--- src/rtl/pulse_sched_pkg.sv ---
// pulse_sched_pkg: shared types and constants for the round-robin pulse scheduler.
package pulse_sched_pkg;
    typedef enum logic [1:0] {IDLE, GRANT, HOLD} state_t;
    localparam logic DIR_UP = 1'b1;
endpackage

--- src/rtl/rr_pick.sv ---
// rr_pick: combinational round-robin selector, first pending index at or above ptr (mod N).
module rr_pick #(
    parameter int N = 4,
    localparam int PW = $clog2(N)
) (
    input  logic [N-1:0]  pending,
    input  logic [PW-1:0] ptr,
    output logic [N-1:0]  winner,
    output logic          any
);
    always_comb begin
        winner = '0;
        // Scan downward so the lowest offset from ptr is written last and wins.
        for (int k = N - 1; k >= 0; k--)
            if (pending[(int'(ptr) + k) % N]) winner = N'(1) << ((int'(ptr) + k) % N);
    end
    assign any = |pending;
endmodule

--- src/rtl/pulse_rr_sched.sv ---
// pulse_rr_sched: latches per-requester step pulses and applies them one at a time,
// in round-robin order, to a shared bounded up/down counter.
module pulse_rr_sched
    import pulse_sched_pkg::*;
#(
    parameter int N_REQ       = 4,
    parameter int CNT_WIDTH   = 7,
    parameter int MAX_VAL     = 99,
    parameter int WRAP        = 1,
    parameter int HOLD_CYCLES = 2
) (
    input  logic                 clk,
    input  logic                 resetN,
    input  logic [N_REQ-1:0]     pulse_in,
    input  logic [N_REQ-1:0]     dir_in,
    output logic [CNT_WIDTH-1:0] count_out,
    output logic [N_REQ-1:0]     grant_onehot,
    output logic                 grant_valid,
    output logic                 bound_hit,
    output logic                 drop_err
);
    localparam int PW = $clog2(N_REQ);
    localparam int HW = HOLD_CYCLES > 1 ? $clog2(HOLD_CYCLES) : 1;
    localparam logic [CNT_WIDTH-1:0] MAXV = CNT_WIDTH'(MAX_VAL);

    state_t state_q, state_d;
    logic [N_REQ-1:0] pend_q, pend_d, dir_q, dir_d, win_q, win_d, pick, clr, acc;
    logic [PW-1:0] ptr_q, ptr_d, win_idx;
    logic [HW-1:0] hold_q, hold_d;
    logic [CNT_WIDTH-1:0] count_q, count_d;
    logic bound_q, bound_d, drop_q, drop_d, any, up, at_bound, granting;

    rr_pick #(.N(N_REQ)) u_pick (.pending(pend_q), .ptr(ptr_q), .winner(pick), .any(any));

    always_comb begin
        win_idx = '0;
        for (int i = 0; i < N_REQ; i++) if (win_q[i]) win_idx = PW'(i);
    end

    assign granting = state_q == GRANT;
    assign clr      = granting ? win_q : '0;
    // A pulse is accepted unless its slot is full and not being freed this edge.
    assign acc      = pulse_in & ~(pend_q & ~clr);
    assign up       = dir_q[win_idx] == DIR_UP;
    assign at_bound = up ? count_q == MAXV : count_q == '0;

    always_comb begin
        state_d = state_q;
        win_d   = win_q;
        ptr_d   = ptr_q;
        hold_d  = hold_q;
        count_d = count_q;
        pend_d  = (pend_q & ~clr) | pulse_in;
        dir_d   = (dir_q & ~acc) | (dir_in & acc);
        drop_d  = drop_q | (|(pulse_in & ~acc));
        bound_d = granting & at_bound;
        if (state_q == IDLE && any) begin
            win_d   = pick;
            state_d = GRANT;
        end
        if (granting) begin
            count_d = at_bound ? ((WRAP != 0) ? (up ? '0 : MAXV) : count_q)
                               : (up ? count_q + 1'b1 : count_q - 1'b1);
            ptr_d   = win_idx == PW'(N_REQ - 1) ? '0 : win_idx + 1'b1;
            hold_d  = '0;
            state_d = (HOLD_CYCLES > 0) ? HOLD : IDLE;
        end
        if (state_q == HOLD) begin
            hold_d = hold_q + 1'b1;
            if (hold_q == HW'(HOLD_CYCLES - 1)) state_d = IDLE;
        end
    end

    always_ff @(posedge clk or negedge resetN) begin
        if (!resetN) begin
            state_q <= IDLE;
            win_q   <= '0;
            ptr_q   <= '0;
            hold_q  <= '0;
            count_q <= '0;
            pend_q  <= '0;
            dir_q   <= '0;
            bound_q <= 1'b0;
            drop_q  <= 1'b0;
        end else begin
            state_q <= state_d;
            win_q   <= win_d;
            ptr_q   <= ptr_d;
            hold_q  <= hold_d;
            count_q <= count_d;
            pend_q  <= pend_d;
            dir_q   <= dir_d;
            bound_q <= bound_d;
            drop_q  <= drop_d;
        end
    end

    assign count_out    = count_q;
    assign grant_onehot = clr;
    assign grant_valid  = granting;
    assign bound_hit    = bound_q;
    assign drop_err     = drop_q;
endmodule

--- config.mk ---
export PLATFORM = sky130hd
export DESIGN_NAME = pulse_rr_sched
export DESIGN_NICKNAME = d
export VERILOG_FILES = /design/src/rtl/pulse_sched_pkg.sv /design/src/rtl/rr_pick.sv /design/src/rtl/pulse_rr_sched.sv
export SDC_FILE = /design/constraint.sdc
export NUM_CORES = 1
export LEC_CHECK = 0
export ABC_AREA = 1
export BUFFER_PORTS_ARGS = -buffer_cell sky130_fd_sc_hd__buf_2
export CORE_MARGIN = 10
export CORE_UTILIZATION = 35
export DETAILED_ROUTE_END_ITERATION = 8
export GPL_TIMING_DRIVEN = 0
export SYNTH_ARGS = -nofsm -noshare
export SYNTH_HDL_FRONTEND = slang
export SYNTH_HIERARCHICAL = 1
export SYNTH_SLANG_ARGS = --single-unit
export TNS_END_PERCENT = 30
--- constraint.sdc ---
create_clock -name clk -period 2.81 [get_ports clk]
set_input_delay 0.1405 -clock clk [delete_from_list [all_inputs] [get_ports clk]]
set_output_delay 0.1405 -clock clk [all_outputs]
set_load 0.02 [all_outputs]
=== Word level (Yosys, flattened, before mapping) ===
Index checks and enable logic that the tools add are counted.

* $add $sub $neg: 7
* $lt $le $gt $ge: 5
* Eq/ne operators: 4
* Shift-type cells: 4
* Multiplexer cells: 32
* Bitwise operators: 15
* Reduce and logical (&&, ||, !) cells: 9

{| class="wikitable"
|+ Operators with widths
! cell !! count
|-
| left shift 1 x 32 -> 4 bit (first input constant) || 3
|-
| 2-to-1 mux 7 bit || 3
|-
| bitwise AND 4 bit || 5
|-
| 2-to-1 mux 4 bit || 5
|-
| 2-to-1 mux 2 bit || 7
|-
| less-than comparator 3 x 4 -> 1 bit (second input constant) || 3
|-
| 2-to-1 mux 1 bit || 12
|-
| inverter 4 bit || 3
|-
| binary-select mux 1 bit (select 2 bit) || 5
|-
| bitwise OR 4 bit || 2
|-
| OR reduction 4 bit || 2
|-
| adder 7 x 1 -> 7 bit (second input constant) || 1
|-
| == test 7 bit (second input constant) || 1
|-
| logical NOT 7 bit || 1
|-
| subtractor 7 x 1 -> 7 bit (second input constant) || 1
|-
| less-than comparator 2 x 3 -> 1 bit (second input constant) || 2
|-
| OR reduction 2 bit || 3
|-
| adder 2 x 1 -> 2 bit (second input constant) || 2
|-
| adder 2 bit (second input constant) || 2
|-
| == test 2 bit (second input constant) || 2
|-
| left shift 1 x 2 -> 4 bit (first input constant) || 1
|-
| bitwise AND 1 bit (first input constant) || 3
|-
| == test 2 x 1 -> 1 bit (second input constant) || 1
|-
| logical NOT 2 bit || 1
|-
| other kinds (5) || 5
|}

* Register bits after elaboration: 26
* Bits of input ports: 10
* Output and inout port bits: 14
* Word-level logic and storage cells: 85

=== Logic depth before layout (Yosys ltp) ===
* Depth after elaboration: 10
* Gate-level depth with buffers: 18
* Depth with buffers taken out: 18

=== Modules after synthesis ===
The synthesis kept the hierarchy.

{| class="wikitable"
|+ By module, submodules not included
! module !! instances !! cells an instance !! area each (µm²) !! sequential area each (µm²)
|-
| pulse_rr_sched || 1 || 187 || 1,455.1 || 650.6
|-
| rr_pick || 1 || 75 || 430.4 || 0.0
|}

=== Worst setup path before layout ===
Ideal clock, no wire load.

* Path type: register to register
* Start: register ptr_q[1]
* End: register win_q[0]
* Arrival time: 1.683 ns
* Data required time: 2.685 ns
* Path slack: 1.002 ns
* Stages on the path, launching flop included: 11
* Path buffers: 0
* Cells stage by stage: dfrtp_1 inv_1 ha_1 inv_1 nand3_2 nand2_2 o21ai_0 inv_1 nand2_1 nand2_1 mux2_2

* Cells in the longest elaborated chain, start to end: 8

{| class="wikitable"
|+ Ends and longest elaborated chain
! item !! RTL line !! RTL
|-
| from (decl) || pulse_rr_sched.sv:28 || <nowiki>logic [PW-1:0] ptr_q, ptr_d, win_idx;</nowiki>
|-
| from (signal assigned) || pulse_rr_sched.sv:88 || <nowiki>ptr_q <= ptr_d;</nowiki>
|-
| adder 2 bit || rr_pick.sv:15 || <nowiki>if (pending[(int'(ptr) + k) % N]) winner = N'(1) << ((int'(ptr) + k) % N);</nowiki>
|-
| binary-select mux 1 bit (select 2 bit) / OR reduction 2 bit (equally long branches) || - ||
|-
| 2-to-1 mux 1 bit (implied by the code) / bitwise AND 1 bit (equally long branches) || - ||
|-
| 2-to-1 mux 1 bit (implied by the code) / left shift 1 x 32 -> 4 bit (equally long branches) || rr_pick.sv:15 ||
|-
| 2-to-1 mux 4 bit (3 in a row) || rr_pick.sv:15 ||
|-
| 2-to-1 mux 4 bit * || rr_pick.sv:15 ||
|-
| via pick[0] || pulse_rr_sched.sv:27 || <nowiki>logic [N_REQ-1:0] pend_q, pend_d, dir_q, dir_d, win_q, win_d, pick, clr, acc;</nowiki>
|-
| to (signal assigned) || pulse_rr_sched.sv:87 || <nowiki>win_q <= win_d;</nowiki>
|-
| to (decl) || pulse_rr_sched.sv:27 ||
|}

Mark *: on every way through the listed nets, which the timed path passes. The rest lies on a longest branch. The select of a mux whose other input is x is not followed.
A chain may end at the register's enable or synchronous reset.

=== Final worst setup path ===
Ends and elaborated chain as after synthesis.

==> flow_metrics.py <==
metrics = {
    "run_status": {
        "run_status": "completed",
    },
    "place": {
        "place_area_sq_um": 2090,
        "hpwl_after_dpl_um": 3350,
        "port_buffers": 23,
        "post-place-cells": 355,
        "dp_slack_ps": 708,
        "place.gp.congestion": 0.857,
    },
    "routing": {
        "vias": 1659,
        "avgViaCountPerCell": 4.62,
        "drt_iter0_markers": 77,
        "detail_route.wirelength_um": 4180,
        "drc": 0,
        "drt-wirelength-per-cell_um": 11.7,
        "first_pass_iters": 4,
        "number_of_nets_with_antenna_violations_after_routing": 0,
    },
    "critical_path": {
        "maximum_fanout_along_the_worst_path": 8,
        "crit_type": "flop to flop",
        "required_ps": 2960,
        "timing.critical_path.from_type": "flop",
        "cp-end-kind": "flop",
        "timing.critical_path.arrival_ps": 2240,
    },
    "clock_network": {
        "htree_num_levels": 1,
        "post_cts_sizing": 0,
        "tritoncts_sinks": 26,
        "clk_root_buffer_cell": "sky130_fd_sc_hd__clkbuf_8",
        "clock_latency_ps": 260,
        "cts_buffers": 3,
        "cts_buffer_depth": 2,
        "path_clk_slew_ps": 90,
        "tritoncts": "done",
    },
    "global_route": {
        "number_of_global_route_vias_before_repair": 1643,
        "first_pass_grt_wire_length_um": 7560,
        "top_usage_layer": "met2",
        "use_met2": 0.165,
        "globalRouteOverflowTotal": 0,
        "global_route.usage.met3": 0.0160,
        "antenna_found_initial": 0,
        "grt_util_all_layers": 0.103,
        "grt_use_met1": 0.138,
        "grt_start_max_net_pins": 27,
    },
    "power_and_ir_drop": {
        "cellInternalPower_mw": 1.19,
        "switching_power_mw": 1.34,
        "cellPowerDensity_nw_per_um2": 1190,
        "clock_power_share": 0.080,
        "vdd_ir_drop_max_uv": 358,
        "combinationalPowerShare": 0.660,
        "seq_power_share": 0.260,
        "fraction_of_power_spent_switching_nets": 0.529,
        "power.static_leakage_nw": 1.18,
        "report.power.total_mw": 2.54,
    },
    "sta": {
        "maxSlewViolCount": 0,
        "timing_worst_slew_pin_value_ps": 576,
        "achievable-frequency_mhz": 479,
        "setup-tns-final_ps": 0,
        "clock-skew-final_ps": 4.80,
        "period_minus_slack_ps": 2090,
        "rsz_0062_raised_after_global_routing": "no",
        "finalSetupViolCount": 0,
        "final_hold_viol_count": 0,
        "slew_headroom": 0.616,
        "layout_setup_ws_ps": 723,
        "min_period_over_period": 0.743,
        "fin_hold_ws_ps": 76.7,
    },
    "synthesis": {
        "post_synth.cell_area_avg_sq_um": 7.20,
        "syn_inst": 262,
        "syn_nets": 285,
        "synth-seq-area-share": 0.345,
        "synth.lib_cells_used.distinct": 31,
        "synth-seq-cells": 26,
        "syn-cell-area_sq_um": 1890,
        "yosys_warnings": 6,
    },
    "die": {
        "row_count": 26,
        "die_area_sq_um": 8720,
        "floorplan.initialDensity": 0.365,
        "dieWidth_um": 93.4,
        "core_region_area_sq_um": 5170,
        "die_height_um": 93.4,
        "boundaryPins": 24,
    },
    "layout": {
        "layout.core_utilization": 0.414,
        "fin_area_sq_um": 2140,
        "final-instance-count-excl-fill": 359,
        "syn2layout_area_growth_pct": 13.5,
        "antenna_cells": 0,
        "layout.nets": 314,
        "drive_gt1_frac": 0.204,
    },
    "worst_hold_path": {
        "hp-class": "primary input to flop",
    },
    "flow_run": {
        "cap_viol_max_count": 0,
    },
}
==> worst max-delay path: stages, from the launching register on <==
cell,delay (ps)
sky130_fd_sc_hd__dfrtp_1,530
sky130_fd_sc_hd__inv_1,220
sky130_fd_sc_hd__ha_1,370
sky130_fd_sc_hd__inv_1,70
sky130_fd_sc_hd__nand3_2,70
sky130_fd_sc_hd__nand2_2,100
sky130_fd_sc_hd__o21ai_0,170
sky130_fd_sc_hd__inv_1,50
sky130_fd_sc_hd__nand2_1,60
sky130_fd_sc_hd__nand2_1,60
sky130_fd_sc_hd__mux2_2,260
==> cells in the mapped netlist, drive strengths merged <==
library cell  count  area (sq um)
clkbuf            1          3.75
or4               1          7.51
dfrtp            26           651
nand2            85           379
nor3              2          15.0
o22ai             3          18.8
clkinv            5          18.8
mux2              1          11.3
a31oi             2          12.5
a221oi            1          8.76
o41ai             1          8.76
nor2             21          86.3
ha               13           163
o21ai             8          40.0
xnor2             1          8.76
nand3            29           175
inv              40           153
xor2              2          17.5
nand3b            1          7.51
nand4             1          6.26
or2               3          18.8
a21oi            15          75.1
==> routing by layer <==
metal	part of all wire	vias up
li1	-	884
met1	0.52	750
met2	0.45	23
met3	0.027	2
met4	0.0098	0
met5	0	-
==> cell usage in the layout, fill, tap and decap left out <==
master and n:
sky130_fd_sc_hd__ha_1 13, sky130_fd_sc_hd__inv_4 1, sky130_fd_sc_hd__o22ai_1 3, sky130_fd_sc_hd__o41ai_1 1
sky130_fd_sc_hd__nand2_4 3, sky130_fd_sc_hd__nor3_2 1, sky130_fd_sc_hd__or4_1 1, sky130_fd_sc_hd__nand2_2 15
sky130_fd_sc_hd__nand4_1 1, sky130_fd_sc_hd__xnor2_1 1, sky130_fd_sc_hd__o21ai_1 2, sky130_fd_sc_hd__nand3b_1 1
sky130_fd_sc_hd__a221oi_1 1, sky130_fd_sc_hd__nand3_2 1, sky130_fd_sc_hd__or2_2 3, sky130_fd_sc_hd__nor2_2 3
sky130_fd_sc_hd__nor3_1 1, sky130_fd_sc_hd__nand3_4 2, sky130_fd_sc_hd__o21ai_0 6, sky130_fd_sc_hd__dlygate4sd3_1 1
sky130_fd_sc_hd__nor2_1 18, sky130_fd_sc_hd__dfrtp_1 26, sky130_fd_sc_hd__nand3_1 26, sky130_fd_sc_hd__a21oi_1 15
sky130_fd_sc_hd__inv_2 3, sky130_fd_sc_hd__xor2_1 2, sky130_fd_sc_hd__clkinv_1 5, sky130_fd_sc_hd__mux2_2 1
sky130_fd_sc_hd__buf_2 23, sky130_fd_sc_hd__clkbuf_1 1, sky130_fd_sc_hd__a31oi_1 2, sky130_fd_sc_hd__inv_1 36
sky130_fd_sc_hd__nand2_1 67, sky130_fd_sc_hd__clkbuf_8 3
==> layout make-up <==
class	count	area [sq um]
inverter	45	171
timing repair buffer	24	125
tap	70	87.6
multi-input combinational	190	1060
clock buffer	3	41.3
sequential	26	651
buffer	1	3.75
fill	576	3030
==> what timing repair did <==
item	in CTS	in global routing
hold buffers	1	0
buffers inserted	0	0
endpoints found under the hold margin	26	0
==> power by group through the flow <==
stage	Clock, mW	Combinational [mW]	Sequential (mW)
finish	0.203	1.68	0.660
global route	0.231	1.93	0.683
CTS	0.212	1.68	0.663
detailed placement	0	1.67	0.670
global placement	0	1.66	0.666
floorplan	0	1.29	0.684
==> final timing paths <==
kind                              from            to  slack [ps]  cells past startpoint
max reg2reg                   ptr_q[1]      win_q[0]         720                     10
min reg2reg                     hold_q    state_q[1]         480                      1
min in group asynchronous       resetN        hold_q         400                      2
max                           ptr_q[1]      win_q[0]         720                     10
max in group asynchronous       resetN  count_out[4]        2020                      2
min                        pulse_in[1]          flop          80                      2
==> cell families after synthesis <==
logic type	count (synthesis)	share of synthesized area
buffers and inverters	46	0.0929
and+or+nand+nor	143	0.369
adders and majority gates	13	0.0863
muxes	1	0.00597
AOI/OAI and AO/OA	30	0.0869
DFF	26	0.345
xor gates and xnor gates	3	0.0139
(Power assumes the default switching activity.)
